### src/rtl/trig_fire_if.sv
// Trigger record readout bus between trig_fire_scheduler (slave) and the slow-side reader (master).
// Handshake: rd_valid is high whenever the FIFO is non-empty and rd_id/rd_ts/rd_mask show the head
// entry; the head is consumed at a clk_adc edge where rd_en and rd_valid are both high, and rd_en
// while rd_valid is low is ignored.
interface trig_fire_if #(
  parameter int NTRIG      = 8,
  parameter int FIFO_DEPTH = 8,
  parameter int TS_W       = 56
);
  localparam int IDW = $clog2(NTRIG);
  localparam int CW  = $clog2(FIFO_DEPTH) + 1;

  logic              rd_en;
  logic              rd_valid;
  logic [IDW-1:0]    rd_id;
  logic [TS_W-1:0]   rd_ts;
  logic [NTRIG-1:0]  rd_mask;
  logic [CW-1:0]     fifo_count;
  logic [15:0]       overflow_cnt;

  modport master (
    output rd_en,
    input  rd_valid, rd_id, rd_ts, rd_mask, fifo_count, overflow_cnt
  );

  modport slave (
    input  rd_en,
    output rd_valid, rd_id, rd_ts, rd_mask, fifo_count, overflow_cnt
  );
endinterface

### src/rtl/trig_fire_scheduler.sv
// Round-robin trigger fire scheduler with global dead time and a timestamped grant record FIFO.
// Optional macro TRIG_PILEUP_MASK_EN stores the eligible vector per record and presents it on rd_mask.
module trig_fire_scheduler #(
  parameter int NTRIG      = 8,
  parameter int NOUT       = 16,
  parameter int FIFO_DEPTH = 8,
  parameter int TS_W       = 56
) (
  input  logic                      clk_adc,
  input  logic                      reset,
  input  logic [NTRIG-1:0]          trig_req,
  input  logic [NTRIG-1:0]          trig_enable,
  input  logic                      busy,
  input  logic                      pass_prescale,
  input  logic [NTRIG*NOUT-1:0]     out_map,
  input  logic [7:0]                out_width,
  input  logic [7:0]                dead_time,
  input  logic                      ts_clear,
  output logic [NOUT-1:0]           coax_out,
  output logic                      fired,
  output logic [$clog2(NTRIG)-1:0]  fired_id,
  output logic [TS_W-1:0]           timestamp,
  output logic [1:0]                state_dbg,
  trig_fire_if.slave                rd
);
  localparam int IDW = $clog2(NTRIG);
  localparam int AW  = $clog2(FIFO_DEPTH);
  localparam int CW  = AW + 1;

  typedef enum logic [1:0] {S_IDLE = 2'd0, S_FIRE = 2'd1, S_DEAD = 2'd2} state_t;

  state_t           state, state_nxt;
  logic [NTRIG-1:0] elig;
  logic [IDW-1:0]   rr_ptr, win, idx;
  logic             found, grant;
  logic [7:0]       cnt, dead_lat;

  assign elig      = trig_req & trig_enable;
  assign state_dbg = state;

  // First eligible requester at or above rr_ptr, wrapping.
  always_comb begin
    win   = '0;
    idx   = '0;
    found = 1'b0;
    for (int i = 0; i < NTRIG; i++) begin
      idx = rr_ptr + IDW'(i);
      if (!found && elig[idx]) begin
        win   = idx;
        found = 1'b1;
      end
    end
  end

  always_comb begin
    state_nxt = state;
    grant     = 1'b0;
    case (state)
      S_IDLE: if (found && !busy && pass_prescale) begin
        grant     = 1'b1;
        state_nxt = S_FIRE;
      end
      S_FIRE: if (cnt == 8'd0) state_nxt = (dead_lat == 8'd0) ? S_IDLE : S_DEAD;
      S_DEAD: if (cnt == 8'd0) state_nxt = S_IDLE;
      default: state_nxt = S_IDLE;
    endcase
  end

  always_ff @(posedge clk_adc) begin
    if (reset) state <= S_IDLE;
    else       state <= state_nxt;
  end

  // cnt holds remaining cycles of the current phase minus one; coax_out doubles as the latched map.
  always_ff @(posedge clk_adc) begin
    if (reset) begin
      cnt      <= '0;
      dead_lat <= '0;
      coax_out <= '0;
      fired    <= 1'b0;
      fired_id <= '0;
      rr_ptr   <= '0;
    end else begin
      fired <= grant;
      case (state)
        S_IDLE: if (grant) begin
          fired_id <= win;
          rr_ptr   <= win + IDW'(1);
          coax_out <= out_map[win*NOUT +: NOUT];
          cnt      <= (out_width == 8'd0) ? 8'd0 : out_width - 8'd1;
          dead_lat <= dead_time;
        end
        S_FIRE: if (cnt == 8'd0) begin
          coax_out <= '0;
          cnt      <= (dead_lat == 8'd0) ? 8'd0 : dead_lat - 8'd1;
        end else begin
          cnt <= cnt - 8'd1;
        end
        S_DEAD: if (cnt != 8'd0) cnt <= cnt - 8'd1;
        default: cnt <= '0;
      endcase
    end
  end

  always_ff @(posedge clk_adc) begin
    if (reset || ts_clear) timestamp <= '0;
    else                   timestamp <= timestamp + TS_W'(1);
  end

  logic [IDW-1:0]  id_mem [FIFO_DEPTH];
  logic [TS_W-1:0] ts_mem [FIFO_DEPTH];
  logic [AW-1:0]   wptr, rptr;
  logic [CW-1:0]   count;
  logic [15:0]     ovf;
  logic            fifo_full, push, pop, drop;

  assign fifo_full = (count == CW'(FIFO_DEPTH));
  assign pop       = rd.rd_en && (count != '0);
  // A pop in the same cycle frees the slot, so a grant into a full FIFO is still accepted then.
  assign push      = grant && (!fifo_full || pop);
  assign drop      = grant && fifo_full && !pop;

  always_ff @(posedge clk_adc) begin
    if (reset) begin
      wptr  <= '0;
      rptr  <= '0;
      count <= '0;
      ovf   <= '0;
      for (int i = 0; i < FIFO_DEPTH; i++) begin
        id_mem[i] <= '0;
        ts_mem[i] <= '0;
      end
    end else begin
      if (push) begin
        id_mem[wptr] <= win;
        ts_mem[wptr] <= timestamp;
        wptr         <= wptr + AW'(1);
      end
      if (pop) rptr <= rptr + AW'(1);
      case ({push, pop})
        2'b10:   count <= count + CW'(1);
        2'b01:   count <= count - CW'(1);
        default: count <= count;
      endcase
      if (drop && ovf != 16'hFFFF) ovf <= ovf + 16'd1;
    end
  end

`ifdef TRIG_PILEUP_MASK_EN
  logic [NTRIG-1:0] mask_mem [FIFO_DEPTH];

  always_ff @(posedge clk_adc) begin
    if (reset) begin
      for (int i = 0; i < FIFO_DEPTH; i++) mask_mem[i] <= '0;
    end else if (push) begin
      mask_mem[wptr] <= elig;
    end
  end

  assign rd.rd_mask = mask_mem[rptr];
`else
  assign rd.rd_mask = '0;
`endif

  assign rd.rd_valid     = (count != '0);
  assign rd.rd_id        = id_mem[rptr];
  assign rd.rd_ts        = ts_mem[rptr];
  assign rd.fifo_count   = count;
  assign rd.overflow_cnt = ovf;
endmodule

### src/flat_wrapper.sv
// flat-port wrapper written by rule: the top's interface ports become plain ports
module trig_fire_scheduler_flat 
#(
  parameter int NTRIG      = 8,
  parameter int NOUT       = 16,
  parameter int FIFO_DEPTH = 8,
  parameter int TS_W       = 56
)
  (clk_adc, reset, trig_req, trig_enable, busy, pass_prescale, out_map, out_width, dead_time, ts_clear, coax_out, fired, fired_id, timestamp, state_dbg, rd_rd_en, rd_rd_valid, rd_rd_id, rd_rd_ts, rd_rd_mask, rd_fifo_count, rd_overflow_cnt);
  trig_fire_if #(.NTRIG(NTRIG), .FIFO_DEPTH(FIFO_DEPTH), .TS_W(TS_W)) rd_i ();
  input  logic clk_adc;
  input  logic reset;
  input  logic [NTRIG-1:0] trig_req;
  input  logic [NTRIG-1:0] trig_enable;
  input  logic busy;
  input  logic pass_prescale;
  input  logic [NTRIG*NOUT-1:0] out_map;
  input  logic [7:0] out_width;
  input  logic [7:0] dead_time;
  input  logic ts_clear;
  output logic [NOUT-1:0] coax_out;
  output logic fired;
  output logic [$clog2(NTRIG)-1:0] fired_id;
  output logic [TS_W-1:0] timestamp;
  output logic [1:0] state_dbg;
  input wire logic [$bits(rd_i.rd_en)-1:0] rd_rd_en;
  output wire logic [$bits(rd_i.rd_valid)-1:0] rd_rd_valid;
  output wire logic [$bits(rd_i.rd_id)-1:0] rd_rd_id;
  output wire logic [$bits(rd_i.rd_ts)-1:0] rd_rd_ts;
  output wire logic [$bits(rd_i.rd_mask)-1:0] rd_rd_mask;
  output wire logic [$bits(rd_i.fifo_count)-1:0] rd_fifo_count;
  output wire logic [$bits(rd_i.overflow_cnt)-1:0] rd_overflow_cnt;
  assign rd_i.rd_en = rd_rd_en;
  assign rd_rd_valid = rd_i.rd_valid;
  assign rd_rd_id = rd_i.rd_id;
  assign rd_rd_ts = rd_i.rd_ts;
  assign rd_rd_mask = rd_i.rd_mask;
  assign rd_fifo_count = rd_i.fifo_count;
  assign rd_overflow_cnt = rd_i.overflow_cnt;
  trig_fire_scheduler #(.NTRIG(NTRIG), .NOUT(NOUT), .FIFO_DEPTH(FIFO_DEPTH), .TS_W(TS_W)) u_core (.clk_adc(clk_adc), .reset(reset), .trig_req(trig_req), .trig_enable(trig_enable), .busy(busy), .pass_prescale(pass_prescale), .out_map(out_map), .out_width(out_width), .dead_time(dead_time), .ts_clear(ts_clear), .coax_out(coax_out), .fired(fired), .fired_id(fired_id), .timestamp(timestamp), .state_dbg(state_dbg), .rd(rd_i));
endmodule
### config.mk
export PLATFORM = sky130hd
export DESIGN_NAME = trig_fire_scheduler_flat
export DESIGN_NICKNAME = d
export VERILOG_FILES = /design/src/rtl/trig_fire_if.sv /design/src/rtl/trig_fire_scheduler.sv /design/src/flat_wrapper.sv
export SDC_FILE = /design/constraint.sdc
export NUM_CORES = 1
export LEC_CHECK = 0
export ABC_AREA = 1
export BUFFER_PORTS_ARGS = -buffer_cell sky130_fd_sc_hd__buf_2
export CORE_MARGIN = 2
export CORE_UTILIZATION = 54
export CTS_CLUSTER_SIZE = 40
export DETAILED_ROUTE_END_ITERATION = 6
export PLACE_DENSITY = 0.75
export SLEW_MARGIN = 25
export SYNTH_ARGS = -nofsm -noshare
export SYNTH_HDL_FRONTEND = slang
export SYNTH_SLANG_ARGS = --single-unit
### constraint.sdc
create_clock -name clk_adc -period 6.4 [get_ports clk_adc]
set_input_delay 1.92 -clock clk_adc [delete_from_list [all_inputs] [get_ports clk_adc]]
set_output_delay 1.92 -clock clk_adc [all_outputs]
set_load 0.005 [all_outputs]
[Yosys cells after proc, flatten, opt, wreduce, memory -nomap -nowiden]
Memory sizes are Yosys's and may differ from the RTL's. A register that Yosys moved wholly into a read port is not among the register bits.
Index checks and enable logic that the tools add are counted.
Operators by class
  reductions and logical operators: 40
  shift operators: 1
  $lt $le $gt $ge: 8
  bitwise operators: 1
  multiplexer cells: 64
  add/sub/neg operators: 17
  div/mod/pow operators: 0
  eq/ne operators: 11
  multipliers: 0
Operators with widths (number)
  $shiftx 128x8->16: 1
  $add 56x1->56 const B: 1
  $mux 56: 1
  $reduce_or 56->1: 1
  $mux 3: 15
  $mux 8: 5
  $lt 3x4->1 const B: 8
  $mux 16: 2
  $pmux 16 s2: 1
  $mux 1: 25
  $bmux 1 s3: 8
  $logic_not 8->1: 3
  $pmux 8 s3: 1
  $sub 8x1->8 const B: 3
  $add 16x1->16 const B: 1
  $ne 16x16->1 const B: 1
  $logic_and 1x1->1: 14
  $add 3x1->3 const B: 4
  $add 3x3->3 const B: 4
  $logic_not 1->1: 10
  $ne 2x1->1 const B: 5
  $and 8x8->8: 1
  $mux 2: 4
  $pmux 4 s2: 1
  other kinds (15): 22
Word-level totals
  bits in latches: 0
  output and inout port bits: 166
  flip-flop bits (word level): 123
  memories kept: 2
  bits in read-only memories: 0
  RAM bits: 472
Memories
  u_core.ts_mem: words 8, bits a word 56, read ports 1, clocked after memory_dff 1, write ports 8, RTL line trig_fire_scheduler.sv:111  | logic [TS_W-1:0] ts_mem [FIFO_DEPTH];
  u_core.id_mem: words 8, bits a word 3, read ports 1, clocked after memory_dff 1, write ports 8, RTL line trig_fire_scheduler.sv:110  | logic [IDW-1:0] id_mem [FIFO_DEPTH];

[Longest topological paths before layout]
  depth after elaboration: 35
  gate-level depth with buffers: 24

[Least setup slack after synthesis]
OpenSTA, ideal clock, no wires.
  path type: input-to-reg
  start point: in trig_req[6]
  end point: mem u_core.id_mem[0][0] (netlist name), enable pin
  stages: 17
  buffers on the path: 1
  arrival time: 4702 ps
  slack: 1279 ps
  library setup time: 418 ps
  cell sequence: nand2_1 nand2_1 nand3_1 nand2_1 nand2_1 nand2_1 nor2_2 nand4_2 nor2_4 nand3_2 nand3_4 nor2_4 nand2_1 nor2_2 nand2_1 buf_2 nand2_1
RTL lines
  from (decl): RTL line flat_wrapper.sv:13  | input logic [NTRIG-1:0] trig_req;
  to (decl): RTL line trig_fire_scheduler.sv:110

==> load_flow_metrics.sql <==
INSERT INTO impl_metrics (metric_group, metric, value, unit) VALUES
('detailed_routing', 'post_drt_via_cell_ratio', '5.73', ''),
('synth', 'synth_area_leaders', 'edfxtp_1 49%, nor2_1 13%, dfxtp_1 8.8%, o21ai_0 5.0%, nand2_1 4.5%', ''),
('global_route', 'grt_antenna_before_repair', '1', ''),
('detailed_routing', 'avgRoutedWirePerCell', '19.3', 'microns'),
('die', 'rows', '84', ''),
('sta', 'fin_crit', '5.28', 'ns'),
('setup_path', 'critPathMaxFanout', '90', ''),
('final_layout', 'final_common_cell', 'nor2_1', ''),
('synth', 'synth_cell_types', '48', ''),
('sta', 'totalNegativeSetupSlack', '0', 'ns'),
('global_route', 'grt_max_degree', '237', ''),
('synth', 'synth_enable_flop_cells', '472', ''),
('detailed_routing', 'ant_nets', '0', ''),
('die', 'floorplan.io_pins', '332', ''),
('die', 'die-height', '235', 'microns'),
('sta', 'grt_setup_unrepaired', 'false', ''),
('clocking', 'clk_transition_reported_paths', '0.06', 'ns'),
('clocking', 'cts.repair_timing.setup_buffer_count', '0', ''),
('sta', 'final_hold_viol_count', '0', ''),
('clocking', 'post_cts_resized', '0', ''),
('global_route', 'grt_pass1_wl', '127', 'mm'),
('sta', 'timing.final.setup_violations', '0', ''),
('sta', 'timing.final.ws_setup', '1.12', 'ns'),
('placement', 'dpl.hpwl', '48.9', 'mm'),
('placement', 'placer_s_final_routability_congestion_estimate', '0.936', ''),
('synth', 'syn_inst', '3295', ''),
('clocking', 'post_cts_hold_buffer_count', '0', ''),
('hold_path', 'timing.hold.worst_path_depth', '2', ''),
('clocking', 'cts.path.max_buffers', '3', ''),
('clocking', 'htreeDepth', '2', ''),
('sta', 'max_slew_margin', '0.255', ''),
('pwr', 'cellLeakagePower', '0.0125', 'uW'),
('hold_path', 'holdCritPathClass', 'register to register', ''),
('final_layout', 'drive_gt1_frac', '0.140', ''),
('detailed_routing', 'num_vias', '24246', ''),
('setup_path', 'worst_setup_path_end_kind', 'output port', ''),
('setup_path', 'timing.critical_path.from_type', 'register', ''),
('setup_path', 'critPathArrivalTime', '3.36', 'ns'),
('setup_path', 'slowest_stage', 'inv_4', ''),
('final_layout', 'finish.instance_area', '32500', 'sq um'),
('clocking', 'clk-insertion-delay-late', '0.63', 'ns'),
('clocking', 'clock_tree.root_cell', 'clkbuf_16', ''),
('clocking', 'clock_sink_count', '598', ''),
('setup_path', 'worst_path_largest_cell_delay', '0.82', 'ns'),
('sta', 'slew_viol_final', '0', ''),
('setup_path', 'timing.rr.start', 'u_core.rr_ptr[0]', ''),
('synth', 'yosys_register_bits', '598', ''),
('die', 'die_area', '55100', 'sq um'),
('synth', 'yosys.area.top_type', 'edfxtp_1', ''),
('final_layout', 'design.final.nets', '3675', ''),
('synth', 'post-synth-top-area-fraction', '0.493', ''),
('run_status', 'run_status', 'finished, final reports clean', ''),
('placement', 'preCtsSetupSlack', '1.28', 'ns'),
('clocking', 'cts_made_buffers', '59', ''),
('final_layout', 'fillerInstances', '4439', ''),
('hold_path', 'hold_end', 'u_core.coax_out[7]', ''),
('synth', 'syn_area_per_cell', '8.73', 'sq um'),
('detailed_routing', 'drc', '0', ''),
('global_route', 'grt_overflow_total', '0', ''),
('pwr', 'pwr_density_cell', '413', 'nW/um^2'),
('clocking', 'tritoncts_clock_tree', 'built', ''),
('setup_path', 'r2r_end', 'u_core.ts_mem[1][55]', ''),
('global_route', 'groute.usage.overall', '0.289', ''),
('hold_path', 'hold_path.startpoint', 'u_core.coax_out[7]', ''),
('pwr', 'vdd_drop_max', '0.000486', 'V'),
('final_layout', 'final_cell_mix', '989 x nor2_1, 472 x edfxtp_1, 331 x nand2_1', ''),
('job', 'timing.max_cap.violations', '0', ''),
('synth', 'postSynth.topFlopCell', 'edfxtp_1', ''),
('setup_path', 'critPathRequiredTime', '4.48', 'ns'),
('synth', 'synth_seq_area_share', '0.580', ''),
('setup_path', 'crit_chain', 'inv_4, buf_4, o21ai_0, o22ai_1, nor2_1, a31oi_1, buf_2', '');
cell usage after synthesis, types with 61 or more instances:
master and count:
nand2_1 347, a31oi_1 64, o21ai_0 289, inv_1 211, o22ai_1 61, dfxtp_1 126, edfxtp_1 472, nand3_1 179
buf_2 73, nor2_1 990, a21oi_1 86, clkbuf_1 111
registers in the layout, indices dropped and copies added, names as in the netlist, 4 cells and up, named ones only:
name,cells
u_core.rd.overflow_cnt,16
u_core.rd.fifo_count,4
u_core.timestamp,56
u_core.ts_mem,448
u_core.cnt,8
u_core.coax_out,16
u_core.id_mem,24
u_core.dead_lat,8
routing by layer:
layer,vias up,track usage,share of wire
li1,11421,-,-
met1,11404,0.401,0.41
met2,1242,0.451,0.46
met3,179,0.0629,0.10
met4,0,0.0980,0.034
met5,-,0,0
worst max-delay path by stage:
stage | from | end | depth (start not counted) | slack [ns]
after floorplan | trig_req[6] | u_core.id_mem[0][0] | 17 | 1.28
after global placement | trig_req[6] | u_core.ts_mem[0][32] | 17 | 1.37
after global routing | register | rd_rd_ts[3] | 6 | 0.94
final | register | rd_rd_ts[38] | 7 | 1.12
after detailed placement | trig_req[6] | u_core.ts_mem[1][29] | 17 | 1.28
after CTS | register | rd_rd_ts[48] | 7 | 1.13
cells by family after synthesis:
| group | share of synthesized area |
|---|---|
| buf+inv | 0.0661 |
| compound gates | 0.0999 |
| flops | 0.580 |
| simple gates | 0.239 |
| other cells | 0.000130 |
| fa+ha+maj | 0.00591 |
| xor+xnor | 0.00839 |
area by class of cell:
cell class | instances | area [sq um] | area share
Antenna cell | 1 | 2.50 | 0.0000769
Clock buffer | 79 | 1610 | 0.0495
Clock inverter | 31 | 263 | 0.00808
Inverter | 249 | 945 | 0.0290
Multi-Input combinational cell | 2240 | 10300 | 0.317
Sequential cell | 598 | 16700 | 0.514
Tap cell | 688 | 861 | 0.0265
Timing Repair Buffer | 348 | 1840 | 0.0565
power by group:
group          switching, uW  internal [uW]  total, uW
clock network           1470           1920       3390
logic                   3750           1700       5450
registers                166           4420       4590
metrics by stage:
stage / instances / hold WS, ns / util
finish: 4234 / 0.464 / 0.618
detailed placement: 4122 / 0.455 / 0.581
global route: 4233 / 0.477 / 0.618
CTS: 4232 / 0.463 / 0.617
floorplan: 3302 / 0.433 / -
global placement: 4122 / 0.449 / 0.581
worst max-delay path, delay by kind of cell, from the launching register on:
family | cells | cell delay [ns]
buffers and inverters | 3 | 1.52
DFF | 1 | 0.50
AOI/OAI and AO/OA | 3 | 0.66
and+or+nand+nor | 1 | 0.06
No activity file was read; power rests on OpenSTA's default activity.
